**src/rtl/uart_tx_fifo_core.sv**
```systemverilog
// UART transmitter with a word FIFO, programmable bit period, 5-8 data bits, parity and 1/2 stop bits.
// Latency: a word pushed into an empty FIFO while idle drives the start bit one cycle after the push edge.
// Backpressure: DataReady follows the registered FIFO full flag; a full FIFO refuses pushes even on a pop edge.
module uart_tx_fifo_core #(
    parameter int DIV_W      = 16,
    parameter int FIFO_DEPTH = 4,
    parameter int FIFO_AW    = 2
) (
    input  logic               Clock,
    input  logic               ResetN,
    input  logic [DIV_W-1:0]   BaudDiv,
    input  logic [1:0]         DataLength,
    input  logic [1:0]         ParityType,
    input  logic               StopBits,
    input  logic [7:0]         DataIn,
    input  logic               DataValid,
    output logic               DataReady,
    output logic               TxOut,
    output logic               ActiveFlag,
    output logic               DoneFlag,
    output logic [FIFO_AW:0]   FifoLevel
);
    typedef enum logic [2:0] {IDLE, START, DATA, PARITY, STOP} txState_t;

    typedef struct packed {
        logic [DIV_W-1:0] div;
        logic [2:0]       lastBit;
        logic             parEn;
        logic             parOdd;
        logic             twoStop;
    } frameCfg_t;

    localparam logic [DIV_W-1:0] DIV_ONE = DIV_W'(1);
    localparam logic [DIV_W-1:0] DIV_TWO = DIV_W'(2);

    txState_t         state, stateNext;
    frameCfg_t        cfg, cfgNext, newCfg;
    logic [7:0]       dataReg, dataNext, headDat;
    logic [DIV_W-1:0] baudCnt, cntNext, reloadCnt;
    logic [2:0]       bitIdx, bitNext;
    logic             stopIdx, stopNext;
    logic             txNext, doneNext, load, fifoEmpty, cntZero, parityBit;

    uart_tx_fifo #(
        .WIDTH (8),
        .DEPTH (FIFO_DEPTH),
        .AW    (FIFO_AW)
    ) u_fifo (
        .clk     (Clock),
        .rstN    (ResetN),
        .pushVld (DataValid),
        .pushDat (DataIn),
        .pushRdy (DataReady),
        .popEn   (load),
        .popDat  (headDat),
        .empty   (fifoEmpty),
        .level   (FifoLevel)
    );

    // Frame settings sampled from the live inputs at the moment a word is popped.
    always_comb begin
        newCfg.div     = (BaudDiv < DIV_TWO) ? DIV_TWO : BaudDiv;
        newCfg.lastBit = {1'b1, DataLength};
        newCfg.parEn   = ^ParityType;
        newCfg.parOdd  = (ParityType == 2'b01);
        newCfg.twoStop = StopBits;
    end

    assign cntZero   = (baudCnt == '0);
    assign reloadCnt = cfg.div - DIV_ONE;
    assign parityBit = (^dataReg) ^ cfg.parOdd;

    always_comb begin
        stateNext = state;
        cfgNext   = cfg;
        dataNext  = dataReg;
        cntNext   = cntZero ? '0 : baudCnt - DIV_ONE;
        bitNext   = bitIdx;
        stopNext  = stopIdx;
        txNext    = TxOut;
        doneNext  = 1'b0;
        load      = 1'b0;
        case (state)
            IDLE: load = !fifoEmpty;
            START: if (cntZero) begin
                stateNext = DATA;
                bitNext   = 3'd0;
                txNext    = dataReg[0];
                cntNext   = reloadCnt;
            end
            DATA: if (cntZero) begin
                cntNext = reloadCnt;
                if (bitIdx == cfg.lastBit) begin
                    if (cfg.parEn) begin
                        stateNext = PARITY;
                        txNext    = parityBit;
                    end else begin
                        stateNext = STOP;
                        stopNext  = 1'b0;
                        txNext    = 1'b1;
                    end
                end else begin
                    bitNext = bitIdx + 3'd1;
                    txNext  = dataReg[bitNext];
                end
            end
            PARITY: if (cntZero) begin
                stateNext = STOP;
                stopNext  = 1'b0;
                txNext    = 1'b1;
                cntNext   = reloadCnt;
            end
            STOP: if (cntZero) begin
                if (stopIdx == cfg.twoStop) begin
                    doneNext = 1'b1;
                    if (!fifoEmpty) begin
                        load = 1'b1;
                    end else begin
                        stateNext = IDLE;
                        txNext    = 1'b1;
                    end
                end else begin
                    stopNext = 1'b1;
                    cntNext  = reloadCnt;
                end
            end
            default: stateNext = IDLE;
        endcase
        // Pop path shared by idle start-up and stop-to-start chaining.
        if (load) begin
            stateNext = START;
            cfgNext   = newCfg;
            dataNext  = headDat & (8'hFF >> ~DataLength);
            cntNext   = newCfg.div - DIV_ONE;
            txNext    = 1'b0;
        end
    end

    always_ff @(posedge Clock or negedge ResetN) begin
        if (!ResetN) begin
            state      <= IDLE;
            cfg        <= '0;
            dataReg    <= '0;
            baudCnt    <= '0;
            bitIdx     <= '0;
            stopIdx    <= 1'b0;
            TxOut      <= 1'b1;
            ActiveFlag <= 1'b0;
            DoneFlag   <= 1'b0;
        end else begin
            state      <= stateNext;
            cfg        <= cfgNext;
            dataReg    <= dataNext;
            baudCnt    <= cntNext;
            bitIdx     <= bitNext;
            stopIdx    <= stopNext;
            TxOut      <= txNext;
            ActiveFlag <= (stateNext != IDLE);
            DoneFlag   <= doneNext;
        end
    end
endmodule

// Generic synchronous FIFO with an occupancy count and a registered full flag.
// Latency: a pushed word is at the head one cycle after its push edge.
// Backpressure: pushRdy is low while full; a pop on the same edge does not admit a push.
module uart_tx_fifo #(
    parameter int WIDTH = 8,
    parameter int DEPTH = 4,
    parameter int AW    = 2
) (
    input  logic             clk,
    input  logic             rstN,
    input  logic             pushVld,
    input  logic [WIDTH-1:0] pushDat,
    output logic             pushRdy,
    input  logic             popEn,
    output logic [WIDTH-1:0] popDat,
    output logic             empty,
    output logic [AW:0]      level
);
    localparam logic [AW:0]   LVL_ONE  = (AW+1)'(1);
    localparam logic [AW:0]   LVL_FULL = (AW+1)'(DEPTH);
    localparam logic [AW-1:0] PTR_ONE  = AW'(1);

    logic [WIDTH-1:0] mem [DEPTH];
    logic [AW-1:0]    wrPtr, rdPtr;
    logic [AW:0]      levelNext;
    logic             full, doPush, doPop;

    assign doPush  = pushVld && !full;
    assign doPop   = popEn && !empty;
    assign pushRdy = !full;
    assign empty   = (level == '0);
    assign popDat  = mem[rdPtr];

    always_comb begin
        levelNext = level;
        if (doPush && !doPop) levelNext = level + LVL_ONE;
        else if (doPop && !doPush) levelNext = level - LVL_ONE;
    end

    always_ff @(posedge clk or negedge rstN) begin
        if (!rstN) begin
            wrPtr <= '0;
            rdPtr <= '0;
            level <= '0;
            full  <= 1'b0;
        end else begin
            if (doPush) wrPtr <= wrPtr + PTR_ONE;
            if (doPop)  rdPtr <= rdPtr + PTR_ONE;
            level <= levelNext;
            full  <= (levelNext == LVL_FULL);
        end
    end

    always_ff @(posedge clk) begin
        if (doPush) mem[wrPtr] <= pushDat;
    end
endmodule

```
**config.mk**
```make
export PLATFORM = sky130hd
export DESIGN_NAME = uart_tx_fifo_core
export DESIGN_NICKNAME = d
export VERILOG_FILES = /design/src/rtl/uart_tx_fifo_core.sv
export SDC_FILE = /design/constraint.sdc
export NUM_CORES = 1
export LEC_CHECK = 0
export CORE_MARGIN = 1.5
export CORE_UTILIZATION = 53
export DETAILED_ROUTE_END_ITERATION = 6
export PLACE_DENSITY = 0.76
export SLEW_MARGIN = 10
export SYNTH_ARGS = -nofsm -noshare
export SYNTH_HDL_FRONTEND = slang
export SYNTH_SLANG_ARGS = --single-unit
```
**constraint.sdc**
```tcl
create_clock -name Clock -period 2.1 [get_ports Clock]
set_input_delay 0.42 -clock Clock [delete_from_list [all_inputs] [get_ports Clock]]
set_output_delay 0.42 -clock Clock [all_outputs]
set_load 0.02 [all_outputs]
```
**Word level (Yosys, flattened, before mapping)**

Memory sizes are Yosys's and may differ from the RTL's.
Cells that the tools add are included.
Widths: inputs -> output; s select.

- Memory bits (writable): 32
- Memories: 1
- Word-level logic and storage cells: 126
- Bits of input ports: 32
- Register bits after elaboration: 64

- $add $sub $neg: 8
- Equal/unequal tests: 22
- Reduce and logical (&&, ||, !) cells: 21
- Mux-type cells: 51
- Order comparisons: 2
- Bitwise logic cells: 3
- Shift operators: 1

Memories:

| name | words | bits a word | read ports | clocked after Yosys merged registers in | write ports | RTL line | RTL |
|---|---|---|---|---|---|---|---|
| u_fifo.mem | 4 | 8 | 1 | 0 | 1 | 186 | `logic [WIDTH-1:0] mem [DEPTH];` |

Operators with widths:

| operator | count |
|---|---|
| $mux 16 | 6 |
| $sub 16x1->16 const B | 3 |
| $mux 3 | 14 |
| $pmux 16 s2 | 1 |
| $mux 1 | 24 |
| $ne 3x2->1 const B | 6 |
| $logic_not 16->1 | 1 |
| $lt 16x2->1 const B | 1 |
| $ne 2x2->1 const B | 8 |
| $pmux 3 s5 | 1 |
| $reduce_and 7->1 | 2 |
| $and 8x8->8 | 1 |
| $reduce_xor 8->1 | 1 |
| $shr 8x2->8 const A | 1 |
| $add 3x1->3 const B | 2 |
| $eq 3x2->1 const B | 2 |
| $eq 3x3->1 const B | 2 |
| $logic_not 3->1 | 2 |
| $pmux 3 s2 | 1 |
| $reduce_bool 3->1 | 2 |
| $reduce_bool 5->1 | 1 |
| $add 2x1->2 const B | 2 |
| $logic_and 1x1->1 | 4 |
| $logic_not 1->1 | 4 |
| other kinds (16) | 16 |

**Longest topological paths before layout**

Gate-level depths: netlist (run 1).

- Depth after elaboration: 10
- Mapped depth: 10
- Gate-level depth less buffers: 10

**Modules after synthesis**

From an unflattened synthesis (run 1), not the netlist that was laid out.

- Cells, all modules: 457
- Area total of the unflattened synthesis: 5265.0 um^2

Modules (own cells, without submodules):

| module | sequential area each (um^2) | cells an instance | area an instance (um^2) | times used |
|---|---|---|---|---|
| uart_tx_fifo_core | 1402.6 | 360 | 3544.6 | 1 |
| uart_tx_fifo | 1161.1 | 97 | 1720.4 | 1 |

**Least setup slack after synthesis (run 1)**

No wires, ideal clock.

- Path kind: input port to flip-flop
- From: input port BaudDiv[5]
- To: register baudCnt[8]
- Path slack: -0.412 ns
- Data required time: 1.973 ns
- Arrival: 2.385 ns
- Cell stages on the path: 9
- Library setup time: 0.127 ns
- Buffers on the path: 0
- Cell sequence: or4_4 nor4_4 nand3_1 o21ai_1 ha_1 inv_1 o41ai_1 a21oi_1 nand3b_1

- Longest elaborated chain between the ends: 4

RTL lines:

| what | RTL line | RTL |
|---|---|---|
| from (decl) | 11 | `input logic [DIV_W-1:0] BaudDiv,` |
| $lt 16x2->1 | 62 | `newCfg.div = (BaudDiv < DIV_TWO) ? DIV_TWO : BaudDiv;` |
| $mux 16 (*) | 62 |  |
| $sub 16x1->16 (*) | 134 | `cntNext = newCfg.div - DIV_ONE;` |
| $mux 16 (*) | 130 | `if (load) begin` |
| named net cntNext[8] | 39 | `logic [DIV_W-1:0] baudCnt, cntNext, reloadCnt;` |
| to (signal assigned) | 154 | `baudCnt <= cntNext;` |
| to (decl) | 39 |  |

Mark *: on every way through the listed nets, which the timed path passes. The rest lies on a longest branch.
A chain may end at the register's enable or synchronous reset.

**Worst setup path in the final report (run 1)**

- From: input port BaudDiv[4]
- To: register baudCnt[8]

The elaborated chain is that of the path after synthesis.

==> reports/results.ini, run 1 <==
[sta]
fmax_mhz=446
rsz0062_at_grt=yes
hold_slack_ns=0.0306
drv_slew=0
setup-violations-final=7
fin_crit_sh=1.07
finClkSkew_ns=0.0210
tightest_slew_ns=0.601
setup_slack_ns=-0.143
finalCriticalPeriod_ns=2.24
max_slew_margin=0.599
hold_violations=0

[clock_tree]
cts_hold_buf=0
clk_pin_slew_ns=0.10
htreeDepth=3
cts_tree=built
clock_sinks=96
cts-root-buf=clkbuf_8
cts_buffer_depth=2
clock_latency_ns=0.38
cts_buffers=9

[floorplan]
dieArea_sq_um=10500
fp.dieH_um=102
coreArea_sq_um=9680
die_w_um=102
rows=36
start_util=0.540
pin_count=39

[routing]
routed-via-count=4348
wirelength_um=13400
dr.pass1.iters=5
drc=0
drt_iter0_markers=380
vias_per_cell=5.75
routedWlPerCell_um=17.8
postRouteAntennaNets=0

[layout]
layoutNonFillerInstCount=756
fin_area_sq_um=6820
final_nets=663
fillCellCount=672
diodes=0
drive_above_1_share=0.268
synthToLayoutAreaGrowth_pct=30.4
fin_util=0.704

[logic_synthesis]
synth-edff-count=32
syn_area_sq_um=5230
synth_area_leader_cell=dfrtp_1
ys_types=65
synthCells=504
synthTopCellsByArea=dfrtp_1, edfxtp_1, nand2_1
synth_top_area_share=0.302
syn_nets=549
ys_warn_count=0
avgSynthCellArea_sq_um=10.4
ys.flop_type=dfrtp_1
async_flop_share=0.667
synth-seq-area-share=0.490
synth.most_common_cell=nand2_1
ys_ff_latch=96
synthTopCellsByCount=nand2_1, dfrtp_1, edfxtp_1

[critical_path]
cp_top_family=simple AND/OR/NAND/NOR gates
r2r_setup_slack_ns=-0.11
cp.buffers_inverters=3
reg2reg_depth=8
worstPathMaxFanout=3
cp_common_cell=buf_6
r2r-start=cfg[7]
critPathCapture=baudCnt[8]
cp_data_arrival_time_ns=2.51
critical_path_required_ns=2.36
critPathCaptureType=flop
max_stage_delay_ns=0.56
startpoint=BaudDiv[4]
crit_path_top_delay_cell=or4_4
path_class=input pin to flop
crit_cells=11
critPathLaunchType=input pin
crit_chain=buf_6, or4_4, nor4_4, nand3_4, o21ai_4, ha_4, buf_6, inv_6, o41ai_4, a21oi_2, nand3b_1
r2r-end=baudCnt[12]

[hold_path]
hp-class=input pin to asynchronous set/reset pin

[global_routing]
overflow=0
antenna_found_initial=0
grt_pass1_vias=4115
grt_max_degree=65
gr-usage-all-layers=0.261
grt_pass1_wl_um=20500

[place]
dpl_cell_area_sq_um=6200
placed_cells=719
hpwl_um=8820
place_congestion=0.940
portBuffers=38
place_ws_ns=-0.831

[power_and_ir_drop]
sw_frac_of_total=0.385
pwr-share-comb=0.436
seq_power_share=0.405
power_density_nw_per_um2=1170
power_leakage_nw=2.90
p_int_mw=4.88
clkPwrFrac=0.160
vdd_drop_max_v=0.000673
p_sw_mw=3.06

[run_status]
violations=negative setup slack
status=finished with violations

[job]
cap_violations=0

-- cells by family after synthesis --
family,count (synthesis),share of synthesized area
compound gates,73,0.0924
simple gates,220,0.213
flops,96,0.490
xor+xnor,52,0.0898
mux,13,0.0493
buf+inv,37,0.0342
fa+ha+maj,13,0.0311
-- stage by stage --
step | power, mW | TNS (ns)
global placement | 6.15 | -7.33
floorplan | 5.15 | -1.12
detailed placement | 6.29 | -8.74
global route | 8.40 | -0.958
CTS | 7.64 | -0.320
finish | 7.94 | -0.608
-- what timing repair did --
action / CTS / global route
pin swaps: 21 / 13
gates cloned: 0 / 1
setup endpoints to repair: 29 / 28
buffers inserted: 10 / 12
resized for setup: 47 / 27
-- worst min-delay path by stage --
stage,from,end,slack (ns),cells after the start
after global routing,ResetN,DoneFlag,0.07,2
after global placement,ResetN,cfg[21],0.46,2
after detailed placement,ResetN,baudCnt[11],0.47,2
after floorplan,ResetN,ActiveFlag,0.12,0
final,ResetN,DoneFlag,0.03,2
after CTS,ResetN,u_fifo.level[2],0.06,2
-- power groups by stage --
stage                     Sequential, mW  Clock [mW]  Combinational (mW)
after floorplan                     3.08           0                2.07
after global placement              3.17           0                2.99
after detailed placement            3.22           0                3.08
after CTS                           3.19        1.27                3.17
after global routing                3.29        1.35                3.75
final                               3.21        1.27                3.46
-- cell type report --
type / instances / area (sq um) / share of cell area
clock inverter: 7 / 77.6 / 0.0114
clock buffer: 9 / 124 / 0.0182
multi-input combinational: 371 / 2740 / 0.402
sequential: 96 / 2560 / 0.376
tap: 133 / 166 / 0.0244
inverter: 18 / 72.6 / 0.0106
timing repair buffer: 122 / 1070 / 0.158
-- layer usage --
layer,part of all wire,up-vias,global-route usage
met5,0,-,0.00481
met4,0.025,0,0.116
met3,0.061,29,0.0335
met2,0.49,183,0.418
met1,0.42,2124,0.358
li1,-,2012,-
-- cell usage in the layout (no fill, tap or decap), types with 10 or more instances in the layout --
cell,n
nor3_1,17
a21oi_1,13
inv_1,17
nand3_1,13
nand2_1,98
edfxtp_1,32
nor2_1,27
mux4_2,10
xnor2_1,24
clkdlybuf4s50_1,29
o21ai_0,11
xor2_1,25
buf_4,76
dfrtp_1,63
-- sequential cells by signal, summed over array words and instances, names as in the netlist --
name	count
u_fifo.rdPtr	2
u_fifo.mem	32
u_fifo.level	3
dataReg	8
TxOut	1
stopIdx	1
cfg	22
u_fifo.wrPtr	2
baudCnt	16
ActiveFlag	1
u_fifo.full	1
DoneFlag	1
state	3
bitIdx	3
-- worst register-to-register path: cells and delay by family (launching register included) --
| family | cells | cell delay, ns |
|---|---|---|
| fa+ha+maj | 1 | 0.18 |
| simple gates | 3 | 1.10 |
| buf+inv | 1 | 0.07 |
| flops | 1 | 0.39 |
| xor+xnor | 1 | 0.20 |
| compound gates | 2 | 0.22 |
No activity file was read; power rests on OpenSTA's default activity.
==> inputs of run 2 (changes only) <==
- CORE_UTILIZATION: 53 -> 39
- PLACE_DENSITY: 0.76 -> default
- RECOVER_POWER: default -> 50
==> reports/results.ini, run 2 (synthesized netlist as in run 1, its figures left out) <==
[critical_path]
r2r-start=cfg[6]
critical_path_required_ns=2.34  ; -0.02 ns
worstPathMaxFanout=3  ; unchanged
critPathLaunchType=input pin
cp_data_arrival_time_ns=2.39  ; -0.12 ns
path_class=input pin to flop
startpoint=BaudDiv[13]
r2r_setup_slack_ns=-0.05  ; +0.06 ns
critPathCaptureType=flop
r2r-end=baudCnt[10]
reg2reg_depth=7  ; -1

[job]
cap_violations=1  ; +1

[routing]
drc=0  ; unchanged
routedWlPerCell_um=16.0  ; -9.8%
routed-via-count=4115  ; -5.4%
dr.pass1.iters=4  ; -1
drt_iter0_markers=268  ; -29%
vias_per_cell=5.13  ; -11%
postRouteAntennaNets=0  ; unchanged
wirelength_um=12900  ; -4.3%

[global_routing]
grt_pass1_vias=4283  ; +4.1%
overflow=0  ; unchanged
antenna_found_initial=0  ; unchanged
grt_max_degree=65  ; unchanged
grt_pass1_wl_um=20800  ; +1.3%
gr-usage-all-layers=0.189  ; -0.0723

[power_and_ir_drop]
power_leakage_nw=2.96  ; +2.0%
power_density_nw_per_um2=1180  ; +1.3%
power.total_mw=8.25  ; +3.9%
vdd_drop_max_v=0.000603  ; -11%

[place]
dpl_cell_area_sq_um=6410  ; +3.5%
portBuffers=38  ; unchanged
hpwl_um=9020  ; +2.3%
place_congestion=0.945  ; +0.53%

[floorplan]
pin_count=39  ; unchanged
die_w_um=119  ; +16%
start_util=0.398  ; -0.142
fp.dieH_um=119  ; +16%
coreArea_sq_um=13100  ; +36%
dieArea_sq_um=14100  ; +35%
rows=42  ; +17%

[layout]
synthToLayoutAreaGrowth_pct=33.7
diodes=0  ; unchanged
regMostFlops=u_fifo.mem
fin_area_sq_um=6990  ; +2.6%
drive_above_1_share=0.267  ; -0.00128
layout_common_cells=nand2_1, buf_4, dfrtp_1
largest_reg_flops=32  ; unchanged
final_common_cell=nand2_1
reg.largest.list=u_fifo.mem (32), cfg (22), baudCnt (16)
final_nets=666  ; +0.45%

[clock_tree]
cts_buffer_depth=2  ; unchanged
cts_tree=built
cts_hold_buf=0  ; unchanged
clock_sinks=96  ; unchanged
cts-root-buf=clkbuf_16
clk_pin_slew_ns=0.07  ; -0.03 ns
clock_latency_ns=0.35  ; -0.03 ns
htreeDepth=3  ; unchanged
cts_buffers=9  ; unchanged

[sta]
max_slew_margin=-0.0912  ; -0.690
drv_slew=65  ; +65
hold_violations=0  ; unchanged
finClkSkew_ns=0.00707  ; -0.0139 ns
rsz0062_at_grt=yes
fmax_mhz=464  ; +4.2%
tightest_slew_ns=1.64  ; +1.04 ns
finalCriticalPeriod_ns=2.15  ; -0.0894 ns
setup_slack_ns=-0.0540  ; +0.0894 ns
setup_tns_ns=-0.168  ; +0.440 ns
fin_crit_sh=1.03  ; -0.0426
setup-violations-final=4  ; -3

[hold_path]
hp-class=input pin to flop
whs_endpoint=cfg[9]
whs_path_depth=4
hold_path.startpoint=BaudDiv[3]

[run_status]
violations=max-capacitance violations, max-slew violations, negative setup slack
status=finished with violations

run 2: cell count changes in the layout (fill, tap and decap cells not counted), moves of 4 or more:
cell             previous run  this run
clkbuf_16                   1        10
clkbuf_8                    9         0
clkdlybuf4s50_1            29        21
buf_12                      4         8
dlygate4sd3_1               0         8
run 2: metal layers:
metal | up-vias | GRT usage | part of all wire
li1 | 2020 | - | -
met1 | 2001 | 0.244 | 0.44
met2 | 76 | 0.319 | 0.50
met3 | 18 | 0.0294 | 0.043
met4 | 0 | 0.0723 | 0.016
met5 | - | 0 | 0
run 2: how the worst max path moves through the flow:
stage,end,slack [ns]
after floorplan,baudCnt[8],-0.33
after global placement,baudCnt[8],-0.69
after global routing,baudCnt[12],-0.13
after CTS,baudCnt[8],-0.12
final,baudCnt[12],-0.05
after detailed placement,baudCnt[8],-0.80
run 2: worst max-delay path: stages:
cell           delay (ns)
dlygate4sd2_1        0.24
or4_4                0.53
nor2_4               0.11
nand3_2              0.10
o21ai_4              0.19
ha_4                 0.19
nand2_4              0.07
nor4_4               0.29
xnor2_1              0.17
a21oi_2              0.07
run 2: power breakdown:
group | switching, mW | leakage [nW] | internal [mW] | total, mW
logic | 1.72 | 1.75 | 1.82 | 3.54
clock network | 0.765 | 0.136 | 0.824 | 1.59
registers | 0.536 | 1.08 | 2.59 | 3.12
total | 3.02 | 2.96 | 5.23 | 8.25
run 2: what timing repair did:
action,CTS,global route
setup endpoints to repair,17,56
gates resized for setup,42,20
pin swaps,17,9
cloned,0,1
buffers inserted,5,5
run 2: layout make-up:
class / instances / area (sq um)
well taps: 176 / 220
flip-flops and latches: 96 / 2560
repair buffers: 125 / 1140
fillers: 1147 / 6150
multi-input cells: 371 / 2720
clock buffers: 10 / 229
clock inverters: 6 / 51.3
inverters: 18 / 70.1
run 2: stage by stage:
step                cells  hold WS [ns]   util  setup slack [ns]
floorplan             504         0.124      -            -0.330
global placement      775         0.465  0.488            -0.690
detailed placement    775         0.467  0.488            -0.799
CTS                   796        0.0969  0.520            -0.116
global route          802         0.383  0.532            -0.128
finish                802         0.378  0.532           -0.0540
